==> src/rtl/bj_pkg.sv <==
// Shared encodings and default limits for the blackjack betting datapath.
package bj_pkg;

    // Hand outcome reported by the card engine alongside round_done.
    typedef enum logic [1:0] {
        OUT_LOSE = 2'b00,
        OUT_PUSH = 2'b01,
        OUT_WIN  = 2'b10,
        OUT_BJ   = 2'b11
    } outcome_t;

    // Betting controller states; the encoding also drives the debug LEDs.
    typedef enum logic [1:0] {
        ST_BETTING = 2'b00,
        ST_LOCKED  = 2'b01,
        ST_SETTLE  = 2'b10,
        ST_BROKE   = 2'b11
    } state_t;

    localparam int DEF_START_BANK = 200;
    localparam int DEF_MAX_BET    = 99;   // two-digit bet display
    localparam int DEF_MAX_BANK   = 999;  // three-digit money display

endpackage

==> src/rtl/bj_bet_controller_if.sv <==
// Button/card-engine inputs and display/status outputs of the bet controller.
interface bj_bet_controller_if #(
    parameter int BANK_W = 10,
    parameter int BET_W  = 7
);
    logic              inc_1;
    logic              inc_5;
    logic              inc_10;
    logic              inc_25;
    logic              clear_bet;
    logic              deal;
    logic              round_done;
    logic [1:0]        outcome;
    logic [BANK_W-1:0] bankroll;
    logic [BET_W-1:0]  bet;
    logic              bet_locked;
    logic              start_round;
    logic              game_over;
    logic [1:0]        state;

    // Driver side: buttons and card engine.
    modport master (
        output inc_1, inc_5, inc_10, inc_25, clear_bet, deal, round_done, outcome,
        input  bankroll, bet, bet_locked, start_round, game_over, state
    );

    // Controller side.
    modport slave (
        input  inc_1, inc_5, inc_10, inc_25, clear_bet, deal, round_done, outcome,
        output bankroll, bet, bet_locked, start_round, game_over, state
    );
endinterface

==> src/rtl/bj_edge_pulse.sv <==
// Rising-edge detector for one debounced button level. History clears to 0
// on reset; the pulse is combinational so the action lands on the next edge.
module bj_edge_pulse (
    input  logic clk,
    input  logic rst,
    input  logic level,
    output logic pulse
);
    logic prev;

    // Remember last cycle's level.
    always_ff @(posedge clk or posedge rst) begin
        if (rst) prev <= 1'b0;
        else     prev <= level;
    end

    assign pulse = level & ~prev;
endmodule

==> src/rtl/bj_bet_controller.sv <==
// Betting FSM: accumulates the bet from button presses, debits it at deal,
// and credits the payout (saturating) when the card engine finishes a hand.
module bj_bet_controller
    import bj_pkg::*;
#(
    parameter int START_BANK = DEF_START_BANK,
    parameter int MAX_BET    = DEF_MAX_BET,
    parameter int MAX_BANK   = DEF_MAX_BANK,
    parameter int BANK_W     = 10,
    parameter int BET_W      = 7
) (
    input logic clk,
    input logic rst,
    bj_bet_controller_if.slave bus
);
    localparam int SUM_W = BET_W + 2;   // room for bet + all four increments
    localparam int CR_W  = BANK_W + 2;  // room for bankroll + blackjack credit

    // Button order: inc_1, inc_5, inc_10, inc_25, clear_bet, deal.
    logic [5:0] btn;
    logic [5:0] press;

    assign btn = {bus.deal, bus.clear_bet, bus.inc_25, bus.inc_10, bus.inc_5, bus.inc_1};

    for (genvar i = 0; i < 6; i++) begin : g_edge
        bj_edge_pulse u_edge (
            .clk   (clk),
            .rst   (rst),
            .level (btn[i]),
            .pulse (press[i])
        );
    end

    state_t            state_q, state_d;
    logic [BANK_W-1:0] bankroll_q, bankroll_d;
    logic [BET_W-1:0]  bet_q, bet_d;
    logic              start_q, start_d;
    outcome_t          outcome_q, outcome_d;

    logic [SUM_W-1:0]  inc_sum;
    logic [BANK_W-1:0] bet_limit, bet_cand, bet_clamped;
    logic [CR_W-1:0]   bet_x, credit, payout;
    logic [BANK_W-1:0] settled;

    // Bet accumulation: all increment presses this cycle, clamped to the
    // display ceiling and to what the bankroll can cover.
    always_comb begin
        inc_sum = (press[0] ? SUM_W'(1)  : '0)
                + (press[1] ? SUM_W'(5)  : '0)
                + (press[2] ? SUM_W'(10) : '0)
                + (press[3] ? SUM_W'(25) : '0);
        bet_limit   = (bankroll_q < BANK_W'(MAX_BET)) ? bankroll_q : BANK_W'(MAX_BET);
        bet_cand    = BANK_W'(bet_q) + BANK_W'(inc_sum);
        bet_clamped = (bet_cand > bet_limit) ? bet_limit : bet_cand;
    end

    // Payout: credit for the captured outcome, saturated at the money display limit.
    always_comb begin
        bet_x = CR_W'(bet_q);
        case (outcome_q)
            OUT_LOSE: credit = '0;
            OUT_PUSH: credit = bet_x;
            OUT_WIN:  credit = bet_x << 1;
            OUT_BJ:   credit = bet_x + ((bet_x + (bet_x << 1)) >> 1);
            default:  credit = '0;
        endcase
        payout  = CR_W'(bankroll_q) + credit;
        settled = (payout > CR_W'(MAX_BANK)) ? BANK_W'(MAX_BANK) : payout[BANK_W-1:0];
    end

    // Next-state and datapath updates; deal beats clear, clear beats increments.
    always_comb begin
        state_d    = state_q;
        bankroll_d = bankroll_q;
        bet_d      = bet_q;
        start_d    = 1'b0;
        outcome_d  = outcome_q;
        case (state_q)
            ST_BETTING: begin
                if (press[5] && bet_q != '0) begin
                    state_d    = ST_LOCKED;
                    bankroll_d = bankroll_q - BANK_W'(bet_q);
                    start_d    = 1'b1;
                end else if (press[4]) begin
                    bet_d = '0;
                end else begin
                    bet_d = BET_W'(bet_clamped);
                end
            end
            ST_LOCKED: begin
                if (bus.round_done) begin
                    outcome_d = outcome_t'(bus.outcome);
                    state_d   = ST_SETTLE;
                end
            end
            ST_SETTLE: begin
                bankroll_d = settled;
                bet_d      = '0;
                state_d    = (settled == '0) ? ST_BROKE : ST_BETTING;
            end
            ST_BROKE: ;
            default:  state_d = ST_BETTING;
        endcase
    end

    // State and datapath registers.
    always_ff @(posedge clk or posedge rst) begin
        if (rst) begin
            state_q    <= ST_BETTING;
            bankroll_q <= BANK_W'(START_BANK);
            bet_q      <= '0;
            start_q    <= 1'b0;
            outcome_q  <= OUT_LOSE;
        end else begin
            state_q    <= state_d;
            bankroll_q <= bankroll_d;
            bet_q      <= bet_d;
            start_q    <= start_d;
            outcome_q  <= outcome_d;
        end
    end

    assign bus.bankroll    = bankroll_q;
    assign bus.bet         = bet_q;
    assign bus.bet_locked  = (state_q == ST_LOCKED) || (state_q == ST_SETTLE);
    assign bus.start_round = start_q;
    assign bus.game_over   = (state_q == ST_BROKE);
    assign bus.state       = state_q;
endmodule

==> src/flat_wrapper.sv <==
// flat-port wrapper written by rule: the top's interface ports become plain ports
module bj_bet_controller_flat import bj_pkg::*;
#(
    parameter int START_BANK = DEF_START_BANK,
    parameter int MAX_BET    = DEF_MAX_BET,
    parameter int MAX_BANK   = DEF_MAX_BANK,
    parameter int BANK_W     = 10,
    parameter int BET_W      = 7
)
  (clk, rst, bus_inc_1, bus_inc_5, bus_inc_10, bus_inc_25, bus_clear_bet, bus_deal, bus_round_done, bus_outcome, bus_bankroll, bus_bet, bus_bet_locked, bus_start_round, bus_game_over, bus_state);
  bj_bet_controller_if #(.BANK_W(BANK_W), .BET_W(BET_W)) bus_i ();
  input logic clk;
  input logic rst;
  input wire logic [$bits(bus_i.inc_1)-1:0] bus_inc_1;
  input wire logic [$bits(bus_i.inc_5)-1:0] bus_inc_5;
  input wire logic [$bits(bus_i.inc_10)-1:0] bus_inc_10;
  input wire logic [$bits(bus_i.inc_25)-1:0] bus_inc_25;
  input wire logic [$bits(bus_i.clear_bet)-1:0] bus_clear_bet;
  input wire logic [$bits(bus_i.deal)-1:0] bus_deal;
  input wire logic [$bits(bus_i.round_done)-1:0] bus_round_done;
  input wire logic [$bits(bus_i.outcome)-1:0] bus_outcome;
  output wire logic [$bits(bus_i.bankroll)-1:0] bus_bankroll;
  output wire logic [$bits(bus_i.bet)-1:0] bus_bet;
  output wire logic [$bits(bus_i.bet_locked)-1:0] bus_bet_locked;
  output wire logic [$bits(bus_i.start_round)-1:0] bus_start_round;
  output wire logic [$bits(bus_i.game_over)-1:0] bus_game_over;
  output wire logic [$bits(bus_i.state)-1:0] bus_state;
  assign bus_i.inc_1 = bus_inc_1;
  assign bus_i.inc_5 = bus_inc_5;
  assign bus_i.inc_10 = bus_inc_10;
  assign bus_i.inc_25 = bus_inc_25;
  assign bus_i.clear_bet = bus_clear_bet;
  assign bus_i.deal = bus_deal;
  assign bus_i.round_done = bus_round_done;
  assign bus_i.outcome = bus_outcome;
  assign bus_bankroll = bus_i.bankroll;
  assign bus_bet = bus_i.bet;
  assign bus_bet_locked = bus_i.bet_locked;
  assign bus_start_round = bus_i.start_round;
  assign bus_game_over = bus_i.game_over;
  assign bus_state = bus_i.state;
  bj_bet_controller #(.START_BANK(START_BANK), .MAX_BET(MAX_BET), .MAX_BANK(MAX_BANK), .BANK_W(BANK_W), .BET_W(BET_W)) u_core (.clk(clk), .rst(rst), .bus(bus_i));
endmodule
==> config.mk <==
export PLATFORM = sky130hd
export DESIGN_NAME = bj_bet_controller_flat
export DESIGN_NICKNAME = d
export VERILOG_FILES = /design/src/rtl/bj_pkg.sv /design/src/rtl/bj_bet_controller_if.sv /design/src/rtl/bj_edge_pulse.sv /design/src/rtl/bj_bet_controller.sv /design/src/flat_wrapper.sv
export SDC_FILE = /design/constraint.sdc
export NUM_CORES = 1
export LEC_CHECK = 0
export CAP_MARGIN = 15
export CORE_UTILIZATION = 64
export CTS_CLUSTER_DIAMETER = 80
export DETAILED_ROUTE_END_ITERATION = 16
export PLACE_DENSITY = 0.86
export SLEW_MARGIN = 40
export SYNTH_ARGS = -nofsm -noshare
export SYNTH_HDL_FRONTEND = slang
export SYNTH_SLANG_ARGS = --single-unit
==> constraint.sdc <==
create_clock -name clk -period 12.3 [get_ports clk]
set_input_delay 1.845 -clock clk [delete_from_list [all_inputs] [get_ports clk]]
set_output_delay 1.845 -clock clk [all_outputs]
set_load 0.1 [all_outputs]
# Word level (Yosys, flattened, before mapping)

Cells that the tools add are included.
Widths: inputs -> output; s select.

Mux-type cells: 19
Bitwise operators: 12
Reductions and logical operators: 12
Equality and inequality tests: 9
Magnitude comparators: 3
$add $sub $neg: 8

Operators by type and width:

| kind                 | count |
|---|---|
| $pmux 12 s4          | 1 |
| $mux 10              | 3 |
| $add 9x9->9          | 3 |
| $mux 7               | 3 |
| $pmux 10 s2          | 1 |
| $pmux 7 s2           | 1 |
| $add 10x12->12       | 1 |
| $add 7x11->12        | 1 |
| $gt 12x10->1 const B | 1 |
| $add 7x9->10         | 1 |
| $gt 10x10->1         | 1 |
| $logic_not 10->1     | 1 |
| $lt 10x7->1 const B  | 1 |
| $sub 10x7->10        | 1 |
| $add 7x8->9          | 1 |
| $eq 2x2->1 const B   | 4 |
| $reduce_bool 7->1    | 1 |
| $and 1x1->1          | 6 |
| $mux 2               | 3 |
| $not 1->1            | 6 |
| $pmux 2 s3           | 1 |
| $reduce_and 2->1     | 3 |
| $mux 5               | 1 |
| $eq 2x1->1 const B   | 2 |
| other kinds (11)     | 15 |

Flip-flop bits (word level): 28
Output and inout port bits: 22
Bits of input ports: 11
Logic and storage cells: 74

# Logic depth before layout (Yosys ltp)

Gate-level depths: netlist of the first run.

Depth after elaboration: 12
Gate-level depth with buffers: 19
Gate-level depth less buffers: 19

# By module

A second synthesis of the first run with hierarchy kept.

Cells, all modules: 453
Area total of the unflattened synthesis: 3767.4 um^2

By module, submodules not included:

| module            | times used | area an instance (um^2) | seq. area each (um^2) | cells an instance |
|---|---|---|---|---|
| bj_bet_controller | 1          | 3512.1                  | 554.3                 | 435 |
| bj_edge_pulse     | 6          | 42.5                    | 25.0                  | 3 |

# Worst setup path before layout of the first run

No wires, ideal clock.

Kind: in2reg
From: input port bus_inc_25
To: register u_core.bet_q[2], in the netlist u_core.bus.bet[2]
Data required time: 12.177 ns
Buffers on the path: 0
Arrival: 5.303 ns
Path slack: 6.875 ns
Library setup time: 0.123 ns
Cell stages on the path: 16
Cell sequence: nor2b_1 -> fa_1 -> ha_1 -> xor2_1 -> ha_1 -> nor2b_1 -> o31a_1 -> or3_1 -> o311ai_0 -> ha_1 -> nand2_1 -> a21oi_1 -> o41ai_1 -> a21oi_2 -> mux2_2 -> a22o_1

Word-level cells in the longest chain between the ends: 9

Ends and longest elaborated chain:

| what                 | RTL line                 | source |
|---|---|---|
| from (decl)          | flat_wrapper.sv:17       | `input wire logic [$bits(bus_i.inc_25)-1:0] bus_inc_25;` |
| $and 1x1->1 *        | bj_edge_pulse.sv:17      | `assign pulse = level & ~prev;` |
| $mux 5 *             | bj_bet_controller.sv:51  | `+ (press[3] ? SUM_W'(25) : '0);` |
| $add 9x9->9 *        | bj_bet_controller.sv:51  |  |
| $add 7x9->10 *       | bj_bet_controller.sv:53  | `bet_cand = BANK_W'(bet_q) + BANK_W'(inc_sum);` |
| $gt 10x10->1         | bj_bet_controller.sv:54  | `bet_clamped = (bet_cand > bet_limit) ? bet_limit : bet_cand;` |
| $mux 7 *             | bj_bet_controller.sv:54  |  |
| $mux 7 *             | bj_bet_controller.sv:84  | `end else if (press[4]) begin` |
| $mux 7 *             | bj_bet_controller.sv:80  | `if (press[5] && bet_q != '0) begin` |
| $pmux 7 s2 *         | bj_bet_controller.sv:78  | `case (state_q)` |
| to (signal assigned) | bj_bet_controller.sv:117 | `bet_q <= bet_d;` |
| to (decl)            | bj_bet_controller.sv:36  | `logic [BET_W-1:0] bet_q, bet_d;` |

Every way passes the cells marked *; elsewhere a longest branch is shown, timed or not. The select of a mux whose other input is x is not followed.
A chain may end at the register's enable or synchronous reset.

# Worst setup path in the final report of the first run

From: input port bus_inc_25
To: register u_core.bet_q[3], in the netlist u_core.bus.bet[3]

Same word-level chain as after synthesis.

==> results of run 1 <==
==> cells by family (layout without fill, tap and decap cells) <==
logic type               count (synthesis)  count (layout)  synth area share (%)
AND/OR/NAND/NOR                        128             128                  18.7
adder cells (fa/ha/maj)                 61              61                  21.7
multiplexers                            14              14                  4.00
XOR/XNOR                                18              18                  4.24
buffers and inverters                   47              74                  4.81
flip-flops                              28              28                  18.9
other                                    1               1                 0.101
AO/OA/AOI/OAI                          139             139                  27.5
==> cell usage after synthesis, types with 2 or more instances <==
master / number
a211oi_1: 8
a311oi_1: 2
o211ai_1: 5
nand3_1: 11
a21oi_1: 29
nor2b_1: 12
fa_1: 6
nor2_1: 26
a221oi_1: 5
a21o_1: 7
nor3b_1: 2
o21ai_2: 2
xnor2_1: 14
a2111oi_0: 4
or3_1: 6
ha_1: 55
clkbuf_1: 6
nor3_1: 11
nand4_1: 2
a211oi_2: 3
o21ai_0: 26
o31ai_1: 5
dfstp_2: 3
nand2_1: 25
nand4b_1: 2
o21bai_1: 2
xor2_1: 4
a31oi_1: 3
a22o_1: 7
nor4_1: 2
mux2_2: 7
o21ba_2: 2
o31a_1: 3
inv_1: 38
mux2i_1: 7
o21a_1: 7
dfrtp_1: 25
and2_1: 7
nand2b_1: 8
or2_2: 4
==> layout make-up <==
| cell class | count | area (um2) | share of cell area (%) |
|---|---|---|---|
| Tap cell | 72 | 90.1 | 2.23 |
| Inverter | 38 | 143 | 3.53 |
| Clock buffer | 4 | 45.0 | 1.11 |
| Sequential cell | 28 | 704 | 17.4 |
| Timing Repair Buffer | 32 | 210 | 5.20 |
| Multi-Input combinational cell | 361 | 2850 | 70.5 |
==> through the flow <==
stage	hold slack [ns]	setup WS [ns]	area, um2
floorplan	0.523	6.87	3720
global placement	0.551	6.30	4100
detailed placement	0.561	6.14	3990
finish	0.582	6.43	4040
CTS	0.576	6.44	4040
global route	0.617	6.08	4040
==> per-layer routing <==
metal  global-route usage (%)  share of wire (%)
met5                        0                  0
met2                     50.9                 47
met3                     4.19                6.7
met1                     42.1                 44
met4                     11.5                2.5
==> registers in the layout, indices dropped and copies added, names as in the netlist <==
register                   count
u_core.bus.state               2
u_core.outcome_q               2
u_core.bus.start_round         1
u_core.bus.bet                 7
u_core.bus.bankroll           10
u_core.g_edge.u_edge.prev      6
==> path summary, 6_finish.rpt <==
kind                       slack, ns                    startpoint                           end
max reg2reg                     7.06             u_core.bus.bet[1]           u_core.bus.state[1]
min                             0.58  u_core.g_edge[5].u_edge.prev        u_core.bus.start_round
min reg2reg                     0.58  u_core.g_edge[5].u_edge.prev        u_core.bus.start_round
max                             6.43                    bus_inc_25             u_core.bus.bet[3]
max in group asynchronous       9.96                           rst        u_core.bus.bankroll[4]
min in group asynchronous       1.95                           rst  u_core.g_edge[4].u_edge.prev
==> worst register-to-register path: cells and delay by family (launching register included) <==
kind | cells | cell delay, ns
simple gates | 3 | 0.49
flops | 1 | 0.56
compound gates | 10 | 2.40
xor+xnor | 1 | 0.20
fa+ha+maj | 4 | 1.49
==> results.yml, run 1 <==
outcome:
  status: "complete, no violations"
worst_setup_path:
  slowest_delay_ns: 0.45
  worstSetupStartpointType: "input port"
  required_ns: 12.48
  critPathArrivalTime_ns: 6.05
  r2r_cells: 18
  crit_chain: "clkdlybuf4s50_1 > nor2b_1 > fa_1 > ha_1 > xor2_1 > ha_1 > nor2b_1 > o31a_1 > or3_1 > o311ai_0 > ha_1 > nand2_1 > a21oi_1 > o41ai_1 > a21oi_2 > mux2_2 > a22o_1"
  crit_type: "in -> reg"
  cpMaxStageDelayCell: "fa_1"
  crit_family: "compound AO/OA/AOI/OAI gates"
  cp_max_fo: 7
  critical_path_cell_count: 17
  end_kind: "flip-flop"
  crit_top_cell: "ha_1"
  path_buf_inv: 1
yosys:
  synth-edff-count: 0
  ys_top_cells_by_area: "ha_1 18%, dfrtp_1 17%, a21oi_1 3.9%"
  synth.top_cell.area_share_pct: 18.5
  synth-seq-cells: 28
  syn_inst: 436
  ys_seq_area_share_pct: 18.9
  synthFlopType: "dfrtp_1"
  synth_warnings: 0
  ys_types: 73
  synth.largest_area_cell: "ha_1"
  syn-num-nets: 508
  syn_area_um2: 3720
  async_reset_ff_share_pct: 100
  syn_area_per_cell_um2: 8.53
route:
  drc: 0
  vias: 3430
  routed_wl_um: 9030
  wl_per_cell_um: 16.9
  drtIter0Drc: 191
  via_per_inst: 6.41
  dr.pass1.iters: 5
  ant_nets: 0
floorplanning:
  io_pins: 33
  core_um2: 5540
  die-area_um2: 6120
  die_h_um: 78.3
  die_x_um: 78.3
  initial_utilization_pct: 67.2
  std_cell_rows: 27
global_route:
  grt_start_max_net_pins: 29
  grt_pass1_wl_um: 15100
  first_global_vias: 3199
  grtUsageTotal_pct: 31.2
  grt_antenna_before_repair: 0
  grt.overflow.total: 0
final_layout:
  layout_common_cells: "55 x ha_1, 37 x inv_1, 29 x a21oi_1, 26 x o21ai_0, 26 x nor2_1"
  fin_cells: 535
  num_antenna_cells: 0
  fillers: 447
  utilization_pct: 73.0
  nets: 536
  drive_gt1_share_pct: 13.2
  synthToLayoutAreaGrowth_pct: 8.64
  layout_commonest_cell: "ha_1"
min_path:
  hold_path_depth: 3
  min_path_type: "reg -> reg"
timing:
  max_slew_margin_pct: 57.9
  tightest_slew_ns: 0.632
  fin_worst_skew_ns: 0.00120
  fmax_ghz: 0.170
  hold_viol_final: 0
  period_needed_ns: 5.87
  fin_setup_tns_ns: 0
  setup_violations: 0
  period_share_pct: 47.7
  grt_setup_unrepaired: "false"
  report.final.slew_viol_count: 0
clock_network:
  clock_latency_ns: 0.28
  holdBufCountCts: 0
  h-tree-depth: 1
  cts_inserted_buffers: 3
  cts_resized: 0
  tritoncts: "done"
  clockBufferDepth: 2
  cts_sinks: 28
  post-cts-setup-buffers: 0
  path_clk_slew_ns: 0.10
  root_buffer: "clkbuf_8"
placement:
  dp.final_hpwl_um: 7240
  finalWeightedCongestion: 0.938
  numPlacedInstances: 531
  port_buffers: 32
run:
  drv_cap: 0
Power of run 1 is left out: the tool's default activity adds up to more than one toggle a clock period on the data nets, which glitch-free logic cannot reach.
==> inputs of run 2 (changes only) <==
Settings changed: CORE_UTILIZATION 64 to 54, PLACE_DENSITY 0.86 to 0.77.
Clock period 12.3 ns to 5.2 ns, I/O delays scaled along.
==> results.yml, run 2 (synthesis results as in run 1) <==
worst_setup_path:
  crit_type: "reg -> reg"
  required_ns: 5.38
  critPathArrivalTime_ns: 5.08
  cp_max_fo: 8
  end_kind: "flip-flop"
  worstSetupStartpointType: "flip-flop"
global_route:
  top_usage_layer: "met2"
  grt_pass1_wl_um: 15300
  grt_antenna_before_repair: 0
  grt.overflow.total: 0
  gr-usage-met3_pct: 2.43
  grt_start_max_net_pins: 29
  met2_usage_pct: 43.0
  grt_use_met1_pct: 37.6
  first_global_vias: 3188
  grtUsageTotal_pct: 26.5
route:
  vias: 3420
  routed_wl_um: 9270
  via_per_inst: 6.24
  drtIter0Drc: 170
  dr.pass1.iters: 5
  wl_per_cell_um: 16.9
  drc: 0
  ant_nets: 0
timing:
  fin_setup_tns_ns: 0
  max_slew_margin_pct: 46.1
  period_share_pct: 94.4
  fin_worst_skew_ns: 0.0117
  fmax_ghz: 0.204
  setup_violations: 0
  hold_viol_final: 0
  period_needed_ns: 4.91
  grt_setup_unrepaired: "false"
  report.final.slew_viol_count: 0
  tightest_slew_ns: 0.803
clock_network:
  clockBufferDepth: 2
  holdBufCountCts: 0
  h-tree-depth: 1
  path_clk_slew_ns: 0.11
  cts_sinks: 28
  post-cts-setup-buffers: 0
  clock_latency_ns: 0.29
  root_buffer: "clkbuf_8"
  tritoncts: "done"
  cts_inserted_buffers: 3
  cts_resized: 0
outcome:
  status: "complete, no violations"
final_layout:
  largest_register_ffs: 10
  regArea_um2: 704
  synthToLayoutAreaGrowth_pct: 10.6
  drive_gt1_share_pct: 14.6
  multi_input_area_um2: 2850
  num_antenna_cells: 0
  layout_common_cells: "55 x ha_1, 37 x inv_1, 29 x a21oi_1, 26 x o21ai_0, 26 x nor2_1"
  layout_commonest_cell: "ha_1"
  fillers: 552
  nets: 544
  fin_cells: 548
placement:
  port_buffers: 32
  dp.final_hpwl_um: 7420
  numPlacedInstances: 544
  finalWeightedCongestion: 0.867
floorplanning:
  io_pins: 33
  die-area_um2: 7230
  std_cell_rows: 29
  die_x_um: 85.0
  die_h_um: 85.0
  core_um2: 6490
  initial_utilization_pct: 57.3
min_path:
  min_path_type: "reg -> reg"
run:
  drv_cap: 0
==> run 2: cell types whose count changed in the layout (fill, tap and decap cells not counted) <==
cell,before,now
clkbuf_8,3,4
nor3_1,10,11
nor3_2,1,0
buf_4,0,8
clkbuf_1,1,0
==> run 2: worst paths after layout <==
check / from / to / slack (ns) / depth (start not counted)
max in group asynchronous: rst / u_core.bus.bet[1] / 3.91 / 2
min in group asynchronous: rst / u_core.g_edge[4].u_edge.prev / 0.86 / 2
setup / recovery: u_core.bus.bet[0] / u_core.bus.state[1] / 0.29 / 18
hold reg to reg: u_core.bus.bankroll[6] / u_core.bus.bankroll[6] / 0.59 / 2
hold / removal: u_core.bus.bankroll[6] / u_core.bus.bankroll[6] / 0.59 / 2
setup reg to reg: u_core.bus.bet[0] / u_core.bus.state[1] / 0.29 / 18
==> run 2: cell type report <==
| cell class | count | area share (%) |
|---|---|---|
| Timing Repair Buffer | 40 | 6.57 |
| Multi-Input combinational cell | 361 | 69.2 |
| Clock buffer | 4 | 1.34 |
| Sequential cell | 28 | 17.1 |
| Tap cell | 77 | 2.34 |
| Inverter | 38 | 3.47 |
==> run 2: per-layer routing <==
metal  vias up  share of wire (%)
met5         -                  0
met3        13                4.2
met2        76                 46
met1      1645                 48
met4         0                1.8
li1       1686                  -
==> run 2: per-stage QoR <==
| step | hold WS [ns] | worst slack (ns) | area, um2 | util [%] |
|---|---|---|---|---|
| CTS | 0.592 | 0.315 | 4110 | 63.3 |
| floorplan | 0.523 | 0.211 | 3720 | - |
| global placement | 0.556 | 0.264 | 4160 | 64.1 |
| detailed placement | 0.572 | 0.0108 | 4060 | 62.5 |
| global route | 0.631 | 0.0521 | 4110 | 63.3 |
| finish | 0.594 | 0.294 | 4110 | 63.3 |
==> run 2: worst max-delay path, stage by stage (launching register included) <==
cell	delay (ns)
dfrtp_1	0.40
ha_1	0.23
fa_1	0.43
a211oi_1	0.27
nor2_1	0.12
o31ai_1	0.30
ha_1	0.33
or2_2	0.30
a221oi_1	0.30
a211oi_1	0.11
xnor2_1	0.15
a21oi_1	0.11
ha_1	0.43
o21ai_0	0.14
o21ai_2	0.24
a2111oi_0	0.15
a311o_2	0.42
a311oi_1	0.30
nor2_1	0.08
Power of run 2 is left out for the same reason.
